$ cat src/rtl/level_timer.sv
// rtl/level_timer.sv - per-level countdown timer with binary and BCD time left
// Loads a level budget on start_level, counts whole seconds down and pulses level_ended once per level.
module level_timer #(
  parameter int unsigned CLK_FREQ  = 31_500_000,
  parameter logic [7:0]  MAX_TIME  = 8'd99,
  parameter logic [7:0]  WARN_SECS = 8'd10
) (
  input  logic       clk,
  input  logic       resetN,
  input  logic       start_level,
  input  logic [7:0] timer_time,
  input  logic       pause,
  input  logic       all_collected,
  output logic       level_ended,
  output logic [7:0] time_left,
  output logic [3:0] time_tens,
  output logic [3:0] time_units,
  output logic       running,
  output logic       warning,
  output logic       sec_tick
);

  localparam int unsigned PW = (CLK_FREQ > 1) ? $clog2(CLK_FREQ) : 1;
  localparam logic [PW-1:0] PRESC_LAST = PW'(CLK_FREQ - 1);

  typedef enum logic [1:0] {
    S_IDLE = 2'd0,
    S_RUN  = 2'd1,
    S_DONE = 2'd2
  } state_t;

  state_t        state_q, state_d;
  logic [PW-1:0] presc_q, presc_d;
  logic [7:0]    left_q, left_d;
  logic [3:0]    tens_q, tens_d;
  logic [3:0]    units_q, units_d;
  logic          ended_q, ended_d;
  logic          running_q, running_d;

  logic [7:0]    load_val;
  logic [7:0]    load_rem;
  logic [3:0]    load_tens;
  logic          tick;

  // Saturate the budget and split it into digits by repeated subtraction of ten.
  always_comb begin
    load_val  = (timer_time > MAX_TIME) ? MAX_TIME : timer_time;
    load_rem  = load_val;
    load_tens = 4'd0;
    for (int i = 0; i < 9; i++) begin
      if (load_rem >= 8'd10) begin
        load_rem  = load_rem - 8'd10;
        load_tens = load_tens + 4'd1;
      end
    end
  end

  // A tick only counts when nothing of higher priority claims the cycle.
  assign tick = (state_q == S_RUN) && !start_level && !all_collected && !pause &&
                (presc_q == PRESC_LAST);

  always_comb begin
    state_d = state_q;
    presc_d = presc_q;
    left_d  = left_q;
    tens_d  = tens_q;
    units_d = units_q;
    ended_d = 1'b0;
    if (start_level) begin
      left_d  = load_val;
      tens_d  = load_tens;
      units_d = load_rem[3:0];
      presc_d = '0;
      if (load_val == 8'd0) begin
        state_d = S_DONE;
        ended_d = 1'b1;
      end else begin
        state_d = S_RUN;
      end
    end else begin
      case (state_q)
        S_RUN: begin
          if (all_collected) begin
            state_d = S_DONE;
            ended_d = 1'b1;
          end else if (!pause) begin
            if (presc_q == PRESC_LAST) begin
              presc_d = '0;
              if (left_q != 8'd0) begin
                left_d = left_q - 8'd1;
                if (units_q == 4'd0) begin
                  units_d = 4'd9;
                  tens_d  = tens_q - 4'd1;
                end else begin
                  units_d = units_q - 4'd1;
                end
              end
              if (left_q <= 8'd1) begin
                state_d = S_DONE;
                ended_d = 1'b1;
              end
            end else begin
              presc_d = presc_q + 1'b1;
            end
          end
        end
        default: ;
      endcase
    end
    running_d = (state_d == S_RUN);
  end

  always_ff @(posedge clk or negedge resetN) begin
    if (!resetN) begin
      state_q   <= S_IDLE;
      presc_q   <= '0;
      left_q    <= 8'd0;
      tens_q    <= 4'd0;
      units_q   <= 4'd0;
      ended_q   <= 1'b0;
      running_q <= 1'b0;
    end else begin
      state_q   <= state_d;
      presc_q   <= presc_d;
      left_q    <= left_d;
      tens_q    <= tens_d;
      units_q   <= units_d;
      ended_q   <= ended_d;
      running_q <= running_d;
    end
  end

  assign level_ended = ended_q;
  assign time_left   = left_q;
  assign time_tens   = tens_q;
  assign time_units  = units_q;
  assign running     = running_q;
  assign warning     = (state_q == S_RUN) && (left_q != 8'd0) && (left_q <= WARN_SECS);
  assign sec_tick    = tick;

endmodule

$ cat config.mk
export PLATFORM = sky130hd
export DESIGN_NAME = level_timer
export DESIGN_NICKNAME = d
export VERILOG_FILES = /design/src/rtl/level_timer.sv
export SDC_FILE = /design/constraint.sdc
export NUM_CORES = 1
export LEC_CHECK = 0
export BUFFER_PORTS_ARGS = -buffer_cell sky130_fd_sc_hd__buf_4
export CORE_UTILIZATION = 63
export DETAILED_ROUTE_END_ITERATION = 7
export GPL_ROUTABILITY_DRIVEN = 0
export PLACE_DENSITY_LB_ADDON = 0.05
export SLEW_MARGIN = 5
export SYNTH_ARGS = -nofsm -noshare
export SYNTH_HDL_FRONTEND = slang
export SYNTH_SLANG_ARGS = --single-unit
$ cat constraint.sdc
create_clock -name clk -period 2.8 [get_ports clk]
set_clock_uncertainty 0.05 [all_clocks]
set_input_delay 0.42 -clock clk [delete_from_list [all_inputs] [get_ports clk]]
set_output_delay 0.42 -clock clk [all_outputs]
set_load 0.01 [all_outputs]
==> flow_summary.yaml, run 1 <==
place:
  port_buffers: 32
  place_area_sq_um: 6950
  hpwlAfterDp_um: 13500
clock_tree:
  cts.sinks: 45
  hold_buffers: 0
  cts_root_buffer: "clkbuf_8"
  htree_levels: 2
  cts_buffers: 5
  clockBufferDepth: 2
synth:
  yosysWarnings: 0
  netlist_instances: 637
  synth-edff-count: 0
  ys_ff_latch: 45
  synth.net_count: 669
  netlist.area_leader.share: 0.222
  ys_top_cells_by_area: "dfrtp_1 22%, ha_1 4.7%, nor2_1 4.4%"
  yosysSeqAreaShare: 0.222
  syn_area_per_cell_sq_um: 7.95
  ys.flop_type: "dfrtp_1"
  ys_async_sr_fraction: 1.00
  netlist_area_sq_um: 5060
  synth.largest_area_cell: "dfrtp_1"
  yosysUniqueCellTypes: 93
status:
  firstError: "[ERROR GRT-0116] Global routing finished with congestion. Check the congestion regions in the DRC Viewer."
  status: "aborted with a tool error"
  haltStage: "global routing"
floorplanning:
  die_x_um: 91.7
  rows: 32
  io_pins: 33
  fp.dieH_um: 91.7
  initial_core_util: 0.652
grt:
  grt_overflow: 1
  grt_pass1_vias: 8337
  grt_max_degree: 46
  grt_pass1_wl_um: 45700
  grt_util_all_layers: 0.721
layer usage:
layer | GRT overflow | track usage
met1 | 0 | 0.726
met2 | 0 | 0.939
met3 | 0 | 0.490
met4 | 1 | 0.739
met5 | 0 | 0.128
synthesized netlist by cell type, types with 5 or more instances:
cell / number
a211o_1: 6
a211oi_1: 9
a21o_1: 5
a21oi_1: 40
a31oi_1: 7
and2_1: 7
and3_1: 8
and4_1: 5
buf_2: 7
clkbuf_1: 12
dfrtp_1: 45
ha_1: 19
inv_1: 19
mux2_2: 5
mux2i_1: 5
nand2_1: 52
nand2b_1: 5
nand3_1: 26
nand4_1: 11
nor2_1: 60
nor2b_1: 5
nor3_1: 23
nor4_1: 8
nor4b_1: 5
o211ai_1: 7
o21ai_0: 41
o21ai_1: 9
o22ai_1: 8
o31a_1: 6
o31ai_1: 9
or3_1: 14
xnor2_1: 25
xor2_1: 22
metrics by stage:
step	hold slack, ps	setup slack (ps)	setup TNS (ps)	instances
floorplan	74.4	-4780	-32340	637
global placement	392	-4270	-29560	930
detailed placement	399	-4540	-32050	930
CTS	72.8	-4050	-27580	957
timing repair:
| item | CTS |
|---|---|
| setup endpoints to repair | 7 |
| setup buffers | 20 |
| pin swaps | 27 |
| resized for setup | 39 |
cells by family after synthesis:
| logic type | Yosys count | share of synthesized area |
|---|---|---|
| xor+xnor | 49 | 0.0877 |
| fa+ha+maj | 19 | 0.0469 |
| flops | 45 | 0.222 |
| buf+inv | 47 | 0.0410 |
| compound gates | 211 | 0.305 |
| simple gates | 254 | 0.269 |
| mux | 12 | 0.0277 |
==> run 2: changes to the inputs <==
- CORE_UTILIZATION: 63 -> 40
- PLACE_DENSITY_LB_ADDON: 0.05 -> 0.15
==> flow_summary.yaml, run 2 <==
clock_tree:
  cts_tree: "built"
  clockBufferDepth: 2
  htree_levels: 2
  hold_buffers: 0
  cts.sinks: 45
  cts.clk_slew.worst_paths_ps: 70
  insertion_delay_ps: 290
  cts_root_buffer: "clkbuf_16"
  cts_buffers: 5
floorplanning:
  io_pins: 33
  fp.dieH_um: 115
  die_x_um: 115
  rows: 40
  dieArea_sq_um: 13100
  core_sq_um: 12200
  initial_core_util: 0.416
timing:
  tns_ps: -28110
  fin_crit_ps: 6900
  fin_crit_sh: 2.46
  hold_viol: 0
  fin_ws_ps: -4100
  max_freq_mhz: 145
  finalSetupViolations: 7
  slew_headroom: 0.569
  rsz0062_at_grt: "yes"
  slew_violations: 0
  max_slew.worst_pin.slew_ps: 641
grt:
  grt_overflow: 0
  grt_util_met2: 0.454
  grt_use_met1: 0.321
  use_met3: 0.0206
  grt_antenna_before_repair: 0
  grt.busiest_layer: "met2"
  grt_pass1_vias: 5855
  grt_max_degree: 46
  grt_util_all_layers: 0.257
  grt_pass1_wl_um: 27500
power_and_ir_drop:
  p_sw_mw: 3.77
  p_leak_nw: 3.33
  p_comb_frac: 0.829
  total_power_mw: 8.75
  p_seq_frac: 0.100
  pwr-share-clk: 0.071
  p_per_area_nw_per_um2: 1140
  p_sw_frac: 0.430
  vdd_drop_max_mv: 0.837
  power.internal_mw: 4.99
layout:
  nNetsFinal: 899
  layout_common_cells: "240 x buf_4, 58 x nor2_1, 50 x nand2_1"
  antenna_cells: 0
  largest_reg_flops: 25
  syn_to_final_growth_pct: 51.3
  largest_register: "presc_q"
  mostFrequentLayoutCell: "buf_4"
  layout-drive-gt1-share: 0.429
worst_setup_path:
  cpPeakStageDelay_ps: 550
  cp_max_fo: 5
  crit_type: "input pin to flop"
  r2r_start: "presc_q[19]"
  worstRegToRegCells: 12
  cp-start-kind: "input pin"
  reg2reg_to: "time_tens[3]"
  cp-end-kind: "flop"
  r2r_slack_ps: 20
  crit_slowest_cell: "or4_4"
  cp_common_cell: "ha_4"
  cp.arrival_ps: 7020
  critPathRequiredTime_ps: 2920
status:
  status: "complete, but fails checks"
  violations: "negative setup slack"
detailed_routing:
  drc: 0
  wl_um: 16500
  drt_iter0_drc: 268
  ant_nets: 0
  routedWlPerCell_um: 15.9
  via_per_inst: 5.66
  first_pass_iters: 5
  num_vias: 5864
synth:
  syn_area_per_cell_sq_um: 7.95
  ys_async_sr_fraction: 1.00
  synth.largest_area_cell: "dfrtp_1"
  synth.net_count: 669
  synth-edff-count: 0
  netlist_area_sq_um: 5060
  ys_top_cells_by_area: "dfrtp_1 22%, ha_1 4.7%, nor2_1 4.4%"
  yosysWarnings: 0
  yosysUniqueCellTypes: 93
  yosysSeqAreaShare: 0.222
  synth_common_cells: "60 x nor2_1, 52 x nand2_1, 45 x dfrtp_1"
  netlist.area_leader.share: 0.222
  ys.flop_type: "dfrtp_1"
  synth_most_common_cell: "nor2_1"
  ys_ff_latch: 45
  netlist_instances: 637
place:
  port_buffers: 32
  hpwlAfterDp_um: 12700
flow_run:
  drv_cap: 0
worst_hold_path:
  worstHoldPathType: "input pin to async pin"
run 2: cell counts after synthesis:
No cell type changed its count.
run 2: metal layers:
metal | up-vias | part of all wire | routed length (um)
li1 | 2870 | - | -
met1 | 2806 | 0.44 | 7220
met2 | 145 | 0.49 | 8090
met3 | 43 | 0.035 | 584
met4 | 0 | 0.035 | 584
met5 | - | 0 | 0
run 2: final cells by class:
class                           instances  area, sq um
Inverter                               23         91.3
Fill cell                            1072         4500
Multi-Input combinational cell        545         4200
Timing Repair Buffer                  247         1880
Tap cell                              168          210
Clock buffer                            6          139
Sequential cell                        45         1130
Clock inverter                          2         17.5
run 2: critical path, delay by kind of cell:
family | cells | cell delay, ps
AO/OA/AOI/OAI | 10 | 1920
multiplexers | 5 | 1310
adder cells (fa/ha/maj) | 7 | 1520
AND/OR/NAND/NOR | 9 | 1340
buffers and inverters | 4 | 480
run 2: worst max path at each step:
stage	start	endpoint	slack, ps
2_1_floorplan	timer_time[7]	time_tens[2]	-4780
3_3_place_gp	timer_time[2]	time_tens[2]	-4290
3_5_place_dp	timer_time[2]	time_tens[2]	-4490
4_1_cts	timer_time[2]	time_tens[2]	-4060
5_1_grt	timer_time[2]	time_tens[3]	-4340
6_report	timer_time[2]	time_tens[1]	-4100
run 2: metrics by stage:
step | setup WS (ps) | utilization | cell area [sq um] | hold WS, ps | cells
after floorplan | -4780 | - | 5320 | 74.4 | 637
after global placement | -4290 | 0.580 | 7050 | 401 | 1000
after detailed placement | -4490 | 0.580 | 7050 | 408 | 1000
after CTS | -4060 | 0.614 | 7460 | 95.0 | 1026
after global routing | -4340 | 0.630 | 7660 | 121 | 1036
final | -4100 | 0.630 | 7660 | 80.0 | 1036
run 2: repair_timing:
item                                    CTS  global route
gates resized for setup                  23            25
setup buffers                            18            10
endpoints found under the setup margin    7             8
pin swaps                                29             9
run 2: power groups by stage:
stage | clock, mW | sequential (mW) | combinational (mW)
4_1_cts | 0.633 | 0.873 | 6.69
3_5_place_dp | 0 | 0.882 | 6.19
3_3_place_gp | 0 | 0.879 | 5.99
6_report | 0.623 | 0.874 | 7.26
2_1_floorplan | 0 | 0.902 | 4.06
5_1_grt | 0.664 | 0.889 | 7.87
run 2: logic make-up (layout without fill, tap and decap cells):
| logic type | after synthesis | after routing | share of synthesized area |
|---|---|---|---|
| flip-flops | 45 | 45 | 0.222 |
| buffers and inverters | 47 | 278 | 0.0410 |
| AND/OR/NAND/NOR | 254 | 254 | 0.269 |
| AO/OA/AOI/OAI | 211 | 211 | 0.305 |
| multiplexers | 12 | 12 | 0.0277 |
| adder cells (fa/ha/maj) | 19 | 19 | 0.0469 |
| XOR/XNOR | 49 | 49 | 0.0877 |
(Power assumes the default switching activity.)
